File: config.mk
export PLATFORM = sky130hd
export DESIGN_NAME = interrupt_controller_flat
export DESIGN_NICKNAME = d
export VERILOG_FILES = /design/src/rtl/gb_pkg.sv /design/src/rtl/interrupt_controller_if.sv /design/src/rtl/irq_priority_enc.sv /design/src/rtl/interrupt_controller.sv /design/src/flat_wrapper.sv
export SDC_FILE = /design/constraint.sdc
export NUM_CORES = 1
export LEC_CHECK = 0
export CELL_PAD_IN_SITES_DETAIL_PLACEMENT = 1
export CELL_PAD_IN_SITES_GLOBAL_PLACEMENT = 1
export CORE_MARGIN = 3
export CORE_UTILIZATION = 30
export DETAILED_ROUTE_END_ITERATION = 10
export PLACE_DENSITY = 0.9
export SLEW_MARGIN = 0
export SYNTH_ARGS = -nofsm -noshare
export SYNTH_HDL_FRONTEND = slang
export SYNTH_HIERARCHICAL = 1
export SYNTH_SLANG_ARGS = --single-unit
export TNS_END_PERCENT = 10
File: constraint.sdc
create_clock -name clk -period 5.35 [get_ports clk]
set_input_delay 1.605 -clock clk [delete_from_list [all_inputs] [get_ports clk]]
set_output_delay 1.605 -clock clk [all_outputs]
set_load 0.03 [all_outputs]
File: src/rtl/gb_pkg.sv
// Shared Game Boy interrupt definitions: register addresses, source bit indices
// and the acknowledge handshake states.
package gb_pkg;

    localparam logic [15:0] ADDR_IF = 16'hFF0F;
    localparam logic [15:0] ADDR_IE = 16'hFFFF;

    localparam int unsigned IRQ_VBLANK = 0;
    localparam int unsigned IRQ_LCD    = 1;
    localparam int unsigned IRQ_TIMER  = 2;
    localparam int unsigned IRQ_SERIAL = 3;
    localparam int unsigned IRQ_JOYPAD = 4;
    localparam int unsigned NUM_IRQ    = IRQ_JOYPAD + 1;

    localparam logic [7:0] VECTOR_BASE = 8'h40;

    typedef enum logic {IDLE, SERVICE} state_t;

endpackage

File: src/rtl/interrupt_controller_if.sv
// CPU-side bus and interrupt handshake between the core and the interrupt controller.
interface interrupt_controller_if;

    logic [15:0] A_cpu;
    logic [7:0]  Di_cpu;
    logic        wr_cpu;
    logic        int_ack;
    logic [7:0]  IF;
    logic [7:0]  IE;
    logic        int_req;
    logic        int_pending;
    logic [7:0]  int_vector;

    modport master (
        output A_cpu, Di_cpu, wr_cpu, int_ack,
        input  IF, IE, int_req, int_pending, int_vector
    );

    modport slave (
        input  A_cpu, Di_cpu, wr_cpu, int_ack,
        output IF, IE, int_req, int_pending, int_vector
    );

endinterface

File: src/rtl/irq_priority_enc.sv
// Combinational lowest-bit-wins priority encoder for the pending interrupt mask.
module irq_priority_enc
    import gb_pkg::*;
(
    input  logic [NUM_IRQ-1:0] mask,
    output logic [NUM_IRQ-1:0] onehot,
    output logic [2:0]         index,
    output logic               valid
);

    always_comb begin
        // Two's-complement trick isolates the lowest set bit.
        onehot = mask & (~mask + 5'd1);
        valid  = |mask;
        index  = '0;
        for (int i = NUM_IRQ - 1; i >= int'(IRQ_VBLANK); i--) begin
            if (mask[i]) index = 3'(i);
        end
    end

endmodule

File: src/rtl/interrupt_controller.sv
// Owns IF/IE, latches peripheral request edges and runs the request/ack handshake.
module interrupt_controller
    import gb_pkg::*;
(
    input  logic                 clk,
    input  logic                 reset,
    input  logic [NUM_IRQ-1:0]   irq_src,
    interrupt_controller_if.slave bus
);

    logic [NUM_IRQ-1:0] if_q, if_d;
    logic [7:0]         ie_q;
    logic [NUM_IRQ-1:0] irq_prev_q;
    logic [7:0]         vec_q;
    state_t             state_q;

    logic [NUM_IRQ-1:0] pend_mask, win_onehot, ack_clear, rise, if_wr_val;
    logic [2:0]         win_index;
    logic               win_valid;
    logic [7:0]         comb_vec;
    logic               wr_if, wr_ie, take;

    assign pend_mask = if_q & ie_q[NUM_IRQ-1:0];

    irq_priority_enc u_enc (
        .mask   (pend_mask),
        .onehot (win_onehot),
        .index  (win_index),
        .valid  (win_valid)
    );

    always_comb begin
        wr_if     = bus.wr_cpu && (bus.A_cpu == ADDR_IF);
        wr_ie     = bus.wr_cpu && (bus.A_cpu == ADDR_IE);
        rise      = irq_src & ~irq_prev_q;
        comb_vec  = win_valid ? (VECTOR_BASE + {2'b00, win_index, 3'b000}) : 8'h00;
        take      = (state_q == IDLE) && bus.int_ack && win_valid;
        ack_clear = take ? win_onehot : '0;
        if_wr_val = wr_if ? bus.Di_cpu[NUM_IRQ-1:0] : if_q;
        // A new edge beats both a CPU write and an acknowledge clear.
        if_d      = (if_wr_val & ~ack_clear) | rise;
    end

    always_ff @(posedge clk) begin
        if (reset) begin
            if_q       <= '0;
            ie_q       <= 8'h00;
            irq_prev_q <= '0;
            vec_q      <= 8'h00;
            state_q    <= IDLE;
        end else begin
            if_q       <= if_d;
            irq_prev_q <= irq_src;
            if (wr_ie) ie_q <= bus.Di_cpu;
            unique case (state_q)
                IDLE: begin
                    if (take) begin
                        vec_q   <= comb_vec;
                        state_q <= SERVICE;
                    end
                end
                SERVICE: begin
                    if (!bus.int_ack) state_q <= IDLE;
                end
                default: state_q <= IDLE;
            endcase
        end
    end

    assign bus.IF          = {3'b111, if_q};
    assign bus.IE          = ie_q;
    assign bus.int_pending = win_valid;
    assign bus.int_req     = (state_q == IDLE) && win_valid;
    assign bus.int_vector  = (state_q == SERVICE) ? vec_q : comb_vec;

endmodule

File: src/flat_wrapper.sv
// flat-port wrapper written by rule: the top's interface ports become plain ports
module interrupt_controller_flat import gb_pkg::*;
  (clk, reset, irq_src, bus_A_cpu, bus_Di_cpu, bus_wr_cpu, bus_int_ack, bus_IF, bus_IE, bus_int_req, bus_int_pending, bus_int_vector);
  interrupt_controller_if bus_i ();
  input  logic clk;
  input  logic reset;
  input  logic [NUM_IRQ-1:0] irq_src;
  input wire logic [$bits(bus_i.A_cpu)-1:0] bus_A_cpu;
  input wire logic [$bits(bus_i.Di_cpu)-1:0] bus_Di_cpu;
  input wire logic [$bits(bus_i.wr_cpu)-1:0] bus_wr_cpu;
  input wire logic [$bits(bus_i.int_ack)-1:0] bus_int_ack;
  output wire logic [$bits(bus_i.IF)-1:0] bus_IF;
  output wire logic [$bits(bus_i.IE)-1:0] bus_IE;
  output wire logic [$bits(bus_i.int_req)-1:0] bus_int_req;
  output wire logic [$bits(bus_i.int_pending)-1:0] bus_int_pending;
  output wire logic [$bits(bus_i.int_vector)-1:0] bus_int_vector;
  assign bus_i.A_cpu = bus_A_cpu;
  assign bus_i.Di_cpu = bus_Di_cpu;
  assign bus_i.wr_cpu = bus_wr_cpu;
  assign bus_i.int_ack = bus_int_ack;
  assign bus_IF = bus_i.IF;
  assign bus_IE = bus_i.IE;
  assign bus_int_req = bus_i.int_req;
  assign bus_int_pending = bus_i.int_pending;
  assign bus_int_vector = bus_i.int_vector;
  interrupt_controller u_core (.clk(clk), .reset(reset), .irq_src(irq_src), .bus(bus_i));
endmodule
==> results.json <==
{
  "ir_drop_v": 0.0000850,
  "grt_pass1_wl_mm": 5.51,
  "post-route-min-period_ns": 3.86,
  "status": "completed",
  "overflow": 0,
  "utilization": 0.464,
  "critPathKind": "reg -> out",
  "rsz0062_at_grt": "no",
  "min_path_type": "reg -> reg",
  "crit_slowest_cell": "clkdlybuf4s50_1",
  "synthArstFlopShare": 0,
  "clock_latency_ns": 0.26,
  "yosysTopAreaCellShare": 0.370,
  "synth_most_common_cell": "dfxtp_1",
  "drc": 0,
  "post-dp-hpwl_mm": 2.67,
  "synth-edff-count": 0,
  "antenna_found_initial": 0,
  "post_cts_buffers": 0,
  "period_share": 0.721,
  "seq_area_frac_synth": 0.370,
  "drtAntennaViolNets": 0,
  "grt_max_degree": 32,
  "fin_nets": 230,
  "dr.pass1.iters": 4,
  "hold_buffers": 0,
  "crit_fanout": 6,
  "yosys_warnings": 6,
  "cts-root-buf": "clkbuf_8",
  "ys_ff_latch": 23,
  "leakagePower_nw": 0.673,
  "gr-usage-all-layers": 0.133,
  "core_sq_mm": 0.00383,
  "io_pins": 59,
  "synth_area_leaders": "dfxtp_1 (37%), nor2b_1 (5.5%), mux2i_1 (4.8%)",
  "finalSetupTns_ns": 0,
  "initial_core_util": 0.325,
  "cap_viol_max_count": 0,
  "worstMarginPinSlew_ns": 1.01,
  "place_ws_ns": 1.72,
  "whs_ns": 0.482,
  "post_cts_resized": 0,
  "port_buffers": 51,
  "numCtsBuffers": 3,
  "setup_viol": 0,
  "syn_area_per_cell_sq_um": 8.13,
  "dieHeight_um": 70.4,
  "p_total_uw": 368,
  "crit_family": "simple AND/OR/NAND/NOR gates",
  "p_per_area_mw_per_mm2": 207,
  "dieArea_sq_mm": 0.00495,
  "yosys-top-cells-count": "dfxtp_1 (23), nand3_1 (12), inv_1 (11), nor2b_1 (11), nor2_1 (10)",
  "postSynthCellCount": 153,
  "synth.cell_area_sq_mm": 0.00124,
  "fmaxAchievable_mhz": 259,
  "end_kind": "output port",
  "required_ns": 3.74,
  "vias_per_cell": 4.98,
  "place_congestion": 0.672,
  "diodes": 0,
  "final_hold_viol_count": 0,
  "crit_buf_inv": 1,
  "cts_tree": "built",
  "num_rows": 22,
  "h-tree-depth": 1,
  "final_layout_size_suffix_gt1_frac": 0.0255,
  "slew_headroom": 0.327,
  "via_count": 1215,
  "totalWireLength_mm": 3.39,
  "synth_area_leader_cell": "dfxtp_1",
  "synth-main-ff-cell": "dfxtp_1",
  "clock_sinks": 23,
  "report.final.slew_viol_count": 0,
  "drtIter0Drc": 25,
  "crit_arrival_ns": 2.25,
  "finalWorstSetupSlack_ns": 1.49,
  "area_delta_synth_final_pct": 42.8,
  "ys_types": 32,
  "ctsLongestPathBuffers": 2,
  "grt_pass1_vias": 1232,
  "avgRoutedWirePerCell_um": 13.9,
  "clock-skew-final_ns": 0.00441,
  "path_cells": "and2_1 > nor2_2 > nand3b_1 > nor2b_1 > a22o_1 > clkdlybuf4s50_1",
  "crit_path_max_incr_delay_ns": 0.66,
  "cts.clk_slew.worst_paths_ns": 0.08,
  "critPathLaunchType": "flip-flop",
  "die_x_um": 70.4
}
## worst register-to-register path: stages (launching register included)
cell	delay, ns
dfxtp_1	0.34
and2_1	0.23
nor2_2	0.18
nand3b_1	0.20
and3b_1	0.39
a21oi_1	0.31
or4b_1	0.48
nand3_1	0.08
## layer usage
layer,vias to the layer above,part of all wire,GRT usage
met5,-,0,0
met4,0,0.0035,0.0255
met3,2,0.055,0.0230
met2,35,0.50,0.236
met1,574,0.44,0.168
li1,604,-,-
## logic make-up after synthesis
group / synth area share
compound gates: 0.136
other cells: 0.00604
flops: 0.370
simple gates: 0.324
buf+inv: 0.116
mux: 0.0483
## through the flow
stage          cells  cell area (sq um)
2_1_floorplan    158               1260
3_3_place_gp     240               1730
3_5_place_dp     240               1730
4_1_cts          244               1780
5_1_grt          244               1780
6_report         244               1780
## sequential cells by signal, indices dropped and copies added (netlist names)
signal / flops
u_core/bus.IE: 8
u_core/if_q: 5
u_core/irq_prev_q: 5
u_core/state_q: 1
u_core/vec_q: 4
## cell type report
| cell class | count | area [sq um] |
|---|---|---|
| clock buffer | 4 | 45.0 |
| fill | 475 | 2050 |
| inverter | 11 | 41.3 |
| multi-input combinational | 107 | 658 |
| sequential | 23 | 460 |
| tap | 48 | 60.1 |
| timing repair buffer | 51 | 510 |
## power breakdown
group	leakage [nW]	switching, mW	total (mW)	internal [mW]
clock network	0.0228	0.0535	0.107	0.0530
registers	0.188	0.00670	0.186	0.179
logic	0.461	0.0374	0.0759	0.0386
## cells in the final DEF, fill, tap and decap left out, drive strengths merged, types with 7 or more instances in the layout
| cell type | n |
|---|---|
| clkdlybuf4s50 | 51 |
| nand3 | 12 |
| inv | 11 |
| dfxtp | 23 |
| o21ai | 7 |
| conb | 7 |
| nor2 | 11 |
| nor2b | 11 |
| nand2b | 7 |
## path summary, 6_finish.rpt
check	start	to	slack (ns)	cells after the start
setup / recovery	u_core/if_q[0]	bus_int_vector[4]	1.49	6
hold / removal	u_core/irq_prev_q[2]	u_core/if_q[2]	0.48	3
setup reg to reg	u_core/if_q[0]	u_core/if_q[3]	3.10	7
hold reg to reg	u_core/irq_prev_q[2]	u_core/if_q[2]	0.48	3
Power figures use the tool's default switching activity.
